File: src/rtl/pwm_pkg.sv
// -----------------------------------------------------------------------------
// pwm_pkg
// Shared types and defaults for the PWM modulation path.
//   DEFAULT_PHASE_WIDTH : phase accumulator width default (32)
//   DEFAULT_LUT_ADDR_W  : quarter-wave sine table address width default (8)
//   MAG_W               : width of an unsigned sine magnitude (15)
//   compare_t           : 16-bit compare word fed to the level cells
//   quadrant_t          : phase quadrant Q0..Q3
//   sine_rom_entry()    : elaboration-time generator for the sine table
// -----------------------------------------------------------------------------
package pwm_pkg;

  localparam int DEFAULT_PHASE_WIDTH = 32;
  localparam int DEFAULT_LUT_ADDR_W  = 8;
  localparam int MAG_W               = 15;

  localparam real SINE_PI = 3.14159265358979323846;

  typedef logic [15:0] compare_t;

  typedef enum logic [1:0] {
    Q0 = 2'd0,
    Q1 = 2'd1,
    Q2 = 2'd2,
    Q3 = 2'd3
  } quadrant_t;

  // Table entry i = round(32767 * sin((i + 0.5) * pi / 2^(addr_w+1))).
  // A Taylor series is used instead of $sin so the table only needs basic
  // real arithmetic at elaboration; 10 terms are far below 1 LSB of error
  // over [0, pi/2].
  function automatic logic [MAG_W-1:0] sine_rom_entry(input int idx, input int addr_w);
    real x;
    real term;
    real sum;
    x    = (real'(idx) + 0.5) * SINE_PI / real'(2 ** (addr_w + 1));
    term = x;
    sum  = x;
    for (int k = 1; k < 10; k++) begin
      term = -term * x * x / real'((2 * k) * (2 * k + 1));
      sum  = sum + term;
    end
    return MAG_W'($rtoi(32767.0 * sum + 0.5));
  endfunction

endpackage

File: src/rtl/sine_quarter_rom.sv
// -----------------------------------------------------------------------------
// sine_quarter_rom
// Quarter-wave sine magnitude table with a registered (one-cycle) read.
// Entries are sampled at half-step offsets so that reading the table with
// the inverted address yields the exact mirror for the falling quarter.
// Ports:
//   clk     : clock, rising edge
//   rd_addr : table address (ADDR_W bits)
//   rd_data : magnitude, unsigned MAG_W bits, valid one cycle after rd_addr
// -----------------------------------------------------------------------------
module sine_quarter_rom
  import pwm_pkg::*;
#(
  parameter int ADDR_W = DEFAULT_LUT_ADDR_W
) (
  input  logic              clk,
  input  logic [ADDR_W-1:0] rd_addr,
  output logic [MAG_W-1:0]  rd_data
);

  localparam int DEPTH = 1 << ADDR_W;

  logic [MAG_W-1:0] rom_table [DEPTH];
  logic [MAG_W-1:0] rd_data_d;
  logic [MAG_W-1:0] rd_data_q;

  // Contents are fixed at elaboration; the localparam forces the constant
  // function to be evaluated by the tools rather than built as logic.
  for (genvar gi = 0; gi < DEPTH; gi++) begin : g_entry
    localparam logic [MAG_W-1:0] ENTRY = sine_rom_entry(gi, ADDR_W);
    assign rom_table[gi] = ENTRY;
  end

  always_comb begin
    rd_data_d = rom_table[rd_addr];
  end

  // No reset on the read register so the table maps onto block RAM.
  always_ff @(posedge clk) begin
    rd_data_q <= rd_data_d;
  end

  assign rd_data = rd_data_q;

endmodule

File: src/rtl/sine_compare_gen.sv
// -----------------------------------------------------------------------------
// sine_compare_gen
// DDS sine modulator producing a compare word in 0..PWMMaxCount for the
// level PWM cells of one phase leg. One sample per accepted UpdateTick,
// fully pipelined with 3 cycles of latency:
//   edge N   : accumulator update, phase capture
//   edge N+1 : quadrant fold, quarter-wave ROM read
//   edge N+2 : amplitude multiply
//   edge N+3 : offset around mid-scale, clamp, Compare register
// CompareValid is high for the cycle following edge N+3.
//
// Ports:
//   MClk         : clock, rising edge
//   RstN         : synchronous active-low reset
//   Enable       : run; low clears the accumulator and ignores ticks
//   UpdateTick   : one-cycle strobe requesting a new sample
//   PhaseStep    : frequency tuning word added per accepted tick
//   PhaseOffset  : static phase offset (present only with PHASE_OFFSET_EN)
//   Amplitude    : modulation index, unsigned Q0.16
//   PWMMaxCount  : carrier peak count
//   Compare      : compare word for the level cells
//   CompareValid : one-cycle pulse when Compare is updated
//
// Build option: define PHASE_OFFSET_EN to add the PhaseOffset port; the
// ROM phase then becomes acc + PhaseOffset. Undefined, the offset is 0.
// -----------------------------------------------------------------------------
module sine_compare_gen
  import pwm_pkg::*;
#(
  parameter int PHASE_WIDTH = DEFAULT_PHASE_WIDTH,
  parameter int LUT_ADDR_W  = DEFAULT_LUT_ADDR_W
) (
  input  logic                   MClk,
  input  logic                   RstN,
  input  logic                   Enable,
  input  logic                   UpdateTick,
  input  logic [PHASE_WIDTH-1:0] PhaseStep,
`ifdef PHASE_OFFSET_EN
  input  logic [PHASE_WIDTH-1:0] PhaseOffset,
`endif
  input  logic [15:0]            Amplitude,
  input  logic [15:0]            PWMMaxCount,
  output logic [15:0]            Compare,
  output logic                   CompareValid
);

  // Only the quadrant bits and the table index of the phase are kept.
  localparam int FOLD_W = LUT_ADDR_W + 2;
  localparam int SHIFT  = PHASE_WIDTH - FOLD_W;

  logic [PHASE_WIDTH-1:0] phase_offset;

`ifdef PHASE_OFFSET_EN
  assign phase_offset = PhaseOffset;
`else
  assign phase_offset = '0;
`endif

  // Stage 0: accumulator and captured phase
  logic [PHASE_WIDTH-1:0] acc_d, acc_q;
  logic [FOLD_W-1:0]      phase_d, phase_q;
  logic                   v0_d, v0_q;

  // Stage 1: fold and ROM read
  quadrant_t              quad;
  logic [LUT_ADDR_W-1:0]  idx;
  logic [LUT_ADDR_W-1:0]  rom_addr;
  logic [MAG_W-1:0]       mag;
  logic                   neg1_d, neg1_q;
  logic                   v1_d, v1_q;

  // Stage 2: amplitude scaling
  logic [MAG_W-1:0]       scaled_d, scaled_q;
  logic                   neg2_d, neg2_q;
  logic                   v2_d, v2_q;

  // Stage 3: offset, clamp, output
  logic [14:0]            half;
  logic [MAG_W-1:0]       delta;
  logic signed [17:0]     level;
  compare_t               compare_d, compare_q;
  logic                   valid_d, valid_q;

  sine_quarter_rom #(
    .ADDR_W (LUT_ADDR_W)
  ) u_rom (
    .clk     (MClk),
    .rd_addr (rom_addr),
    .rd_data (mag)
  );

  // Stage 0. The sample uses the accumulator value before the increment.
  always_comb begin
    acc_d   = acc_q;
    phase_d = phase_q;
    v0_d    = 1'b0;
    if (!Enable) begin
      acc_d = '0;
    end else if (UpdateTick) begin
      acc_d   = acc_q + PhaseStep;
      phase_d = FOLD_W'((acc_q + phase_offset) >> SHIFT);
      v0_d    = 1'b1;
    end
  end

  // Stage 1. Quadrants 1 and 3 run the table backwards; 2 and 3 are negative.
  always_comb begin
    quad     = quadrant_t'(phase_q[FOLD_W-1 -: 2]);
    idx      = phase_q[LUT_ADDR_W-1:0];
    rom_addr = ((quad == Q1) || (quad == Q3)) ? ~idx : idx;
    neg1_d   = (quad == Q2) || (quad == Q3);
    v1_d     = v0_q;
  end

  // Stage 2. mag (15b) * Amplitude (Q0.16) keeps a 15-bit magnitude.
  always_comb begin
    scaled_d = MAG_W'((32'(mag) * 32'(Amplitude)) >> 16);
    neg2_d   = neg1_q;
    v2_d     = v1_q;
  end

  // Stage 3. Swing around mid-scale, truncating toward the centre.
  always_comb begin
    half      = PWMMaxCount[15:1];
    delta     = MAG_W'((32'(scaled_q) * 32'(half)) >> 15);
    level     = neg2_q ? ($signed({3'b000, half}) - $signed({3'b000, delta}))
                       : ($signed({3'b000, half}) + $signed({3'b000, delta}));
    compare_d = compare_q;
    valid_d   = v2_q;
    if (v2_q) begin
      if (level < 18'sd0) begin
        compare_d = '0;
      end else if (level > $signed({2'b00, PWMMaxCount})) begin
        compare_d = PWMMaxCount;
      end else begin
        compare_d = level[15:0];
      end
    end
  end

  always_ff @(posedge MClk) begin
    if (!RstN) begin
      acc_q     <= '0;
      phase_q   <= '0;
      v0_q      <= 1'b0;
      neg1_q    <= 1'b0;
      v1_q      <= 1'b0;
      scaled_q  <= '0;
      neg2_q    <= 1'b0;
      v2_q      <= 1'b0;
      compare_q <= '0;
      valid_q   <= 1'b0;
    end else begin
      acc_q     <= acc_d;
      phase_q   <= phase_d;
      v0_q      <= v0_d;
      neg1_q    <= neg1_d;
      v1_q      <= v1_d;
      scaled_q  <= scaled_d;
      neg2_q    <= neg2_d;
      v2_q      <= v2_d;
      compare_q <= compare_d;
      valid_q   <= valid_d;
    end
  end

  assign Compare      = compare_q;
  assign CompareValid = valid_q;

endmodule

File: config.mk
export PLATFORM = sky130hd
export DESIGN_NAME = sine_compare_gen
export DESIGN_NICKNAME = d
export VERILOG_FILES = /design/src/rtl/pwm_pkg.sv /design/src/rtl/sine_quarter_rom.sv /design/src/rtl/sine_compare_gen.sv
export SDC_FILE = /design/constraint.sdc
export NUM_CORES = 2
export LEC_CHECK = 0
export CORE_MARGIN = 2
export CORE_UTILIZATION = 60
export DETAILED_ROUTE_END_ITERATION = 10
export GPL_TIMING_DRIVEN = 1
export MAX_ROUTING_LAYER = met4
export PLACE_DENSITY = 0.78
export SLEW_MARGIN = 20
export SYNTH_ARGS = -nofsm -noshare
export SYNTH_HDL_FRONTEND = slang
export SYNTH_SLANG_ARGS = --single-unit
export TNS_END_PERCENT = 5
File: constraint.sdc
create_clock -name MClk -period 16.37 [get_ports MClk]
set_input_delay 4.0925 -clock MClk [delete_from_list [all_inputs] [get_ports MClk]]
set_output_delay 4.0925 -clock MClk [all_outputs]
set_load 0.02 [all_outputs]
==> impl_metrics.ini <==
[run_status]
status = completed

[sta]
setup_violations = 0
rsz0062_at_grt = false
max_freq_ghz = 0.0704
relSlewSlack = 0.252
fin_crit_sh = 0.868
drv_slew = 0
fin_tns_setup_ns = 0
fin_ws_ns = 2.17
min_period_ns = 14.20
skew_ns = 0.0175
tightest_slew_ns = 1.11
final-hold-violation-count = 0

[floorplanning]
placementRows = 75
fp.dieArea_sq_um = 43600
start_util = 0.604
dieHeight_microns = 209
io_pins = 85
coreArea_sq_um = 41700
die_w_microns = 209

[cts]
root_buffer = clkbuf_16
numCtsBuffers = 9
cts_tree = done
worstSkewPairLatency_ns = 0.39
cts-resized-gates = 0
htree_levels = 3
clockBufferDepth = 2
cts_setup_buffers = 0
holdBufCountCts = 0
cts.sinks = 94
path_clk_slew_ns = 0.09

[drt]
wl_per_cell_microns = 20.4
final_antenna_net_count = 0
initialDrtViolationCount = 2296
drt-pass1-iter-count = 10
drcViolationCount = 0
vias = 23018
finalWirelength_microns = 74300
vias_per_cell = 6.31

[global_routing]
antenna_found_initial = 1
grt_util_all_layers = 0.357
grt_pass1_wl_microns = 121000
grt_overflow = 0
grt_pass1_vias = 23202
grt_max_degree = 81

[yosys]
synth_flop_cell = dfxtp_1
synth_edf_count = 0
yosysMostFrequentCell = inv_1
async_flop_share = 0
yosys-top-cells-area = fa_1 (28%), ha_1 (14%), dfxtp_1 (7.5%), inv_1 (6.6%), nand2_1 (6.1%)
synthCells = 3162
ys.warnings.count = 0
yosys.area.top_type = fa_1
synth.cell_area_sq_um = 25200
ys_seq_elements = 94
syn-mean-instance-area_sq_um = 7.96
synth_top_area_frac = 0.277
netlist_top_cells_count = inv_1 (439), nand2_1 (412), fa_1 (348)
synth_nets = 3859
yosysUniqueCellTypes = 79
seq_area_frac_synth = 0.0748

[setup_path]
r2r_end = Compare[3]
endpoint_kind = flop
criticalPathCategory = in -> reg
startpoint = PWMMaxCount[4]
reg2regPathDepth = 38
r2r_slack_ns = 6.26
cp_data_arrival_time_ns = 14.49
critPathMostFrequentCell = fa_1
worst_path_max_delay_cell = clkdlybuf4s50_1
critPathLaunchType = primary input
cp.required_ns = 16.66
r2r_start = scaled_q[7]
critPathMaxFanout = 25
max_stage_delay_ns = 0.90

[cells_and_area]
post-route-util = 0.638
n_antenna_cell = 0
drive_above_1_share = 0.0267
layout.nets = 3801
fillers = 3672
area_delta_synth_final_pct = 5.70
final_area_sq_um = 26600

[worst_hold_path]
holdPathStages = 1
min_from = neg1_q
min_to = neg2_q
hold_class = reg -> reg

[placed_design]
io_buffers = 84
post-place-ws_ns = 1.84
placed_area_sq_um = 26300
routabilityCongestion = 1.03
place_hpwl_microns = 55100

[power]
powerDensity_nw_per_um2 = 196
p_leak_nw = 12.4
ir_drop_mv = 0.277

[job]
maxCapViolCount = 0
## critical path, delay by kind of cell
family / cells / cell delay (ns)
fa+ha+maj: 10 / 3.93
compound gates: 14 / 3.35
simple gates: 6 / 1.21
buf+inv: 6 / 1.15
xor+xnor: 2 / 0.46
mux: 1 / 0.28
## logic make-up after synthesis
kind of cell / count (synthesis) / share of synthesized area
AND/OR/NAND/NOR: 1024 / 0.193
multiplexers: 31 / 0.0133
buffers and inverters: 627 / 0.0960
XOR/XNOR: 89 / 0.0313
adder cells (fa/ha/maj): 629 / 0.417
AO/OA/AOI/OAI: 668 / 0.174
flip-flops: 94 / 0.0748
## cells in the final DEF, fill, tap and decap left out, types with 27 or more instances in the layout
cell / Yosys / final
mux2i_1: 29 / 29
nand2_1: 412 / 412
o21ai_0: 134 / 134
o211ai_1: 36 / 36
fa_1: 348 / 348
a21oi_1: 178 / 178
inv_1: 439 / 439
clkdlybuf4s50_1: 0 / 84
ha_1: 281 / 281
and2_1: 247 / 246
nand3_1: 47 / 47
nor2_1: 167 / 167
nor3_1: 50 / 50
a21o_1: 34 / 34
a31oi_1: 27 / 27
buf_4: 3 / 32
xnor2_1: 57 / 54
o22ai_1: 30 / 30
dfxtp_1: 94 / 93
## through the flow
stage | hold slack, ns | instances | power [mW]
global route | 0.459 | 3648 | 5.86
global placement | 0.418 | 3632 | 4.81
finish | 0.441 | 3648 | 5.21
detailed placement | 0.423 | 3632 | 4.93
CTS | 0.445 | 3648 | 5.19
floorplan | 0.412 | 3162 | 3.85
## worst max path at each step
| stage | end | cells after the start |
|---|---|---|
| after floorplan | Compare[4] | 40 |
| after global placement | Compare[1] | 39 |
| after detailed placement | Compare[2] | 35 |
| after CTS | Compare[2] | 39 |
| after global routing | Compare[2] | 38 |
| final | Compare[3] | 39 |
## flip-flops by register name (all words and copies together), names as in the netlist
register / cells
acc_q: 32
scaled_q: 15
Compare: 16
v1_q: 1
neg1_q: 1
v2_q: 1
u_rom.rd_data: 15
CompareValid: 1
phase_q: 10
neg2_q: 1
v0_q: 1
## report_power, final
part / internal, mW / switching (mW)
Combinational: 2.01 / 2.63
Sequential: 0.261 / 0.0816
Clock: 0.110 / 0.115
Total: 2.38 / 2.82
## layer usage
layer	GRT usage	wire (microns)	vias up
met5	-	0	-
met4	0.133	2820	0
li1	-	-	10346
met1	0.461	30100	11324
met3	0.0742	7190	229
met2	0.556	34100	1119
## layout make-up
class / instances / area, sq um / share of cell area
Tap cell: 539 / 674 / 0.0254
Inverter: 442 / 1660 / 0.0624
Sequential cell: 94 / 1880 / 0.0708
Timing Repair Buffer: 116 / 1080 / 0.0407
Multi-Input combinational cell: 2441 / 21000 / 0.789
Clock inverter: 7 / 81.3 / 0.00306
Clock buffer: 9 / 225 / 0.00847
Note: power is estimated with default switching activity, not from simulation.
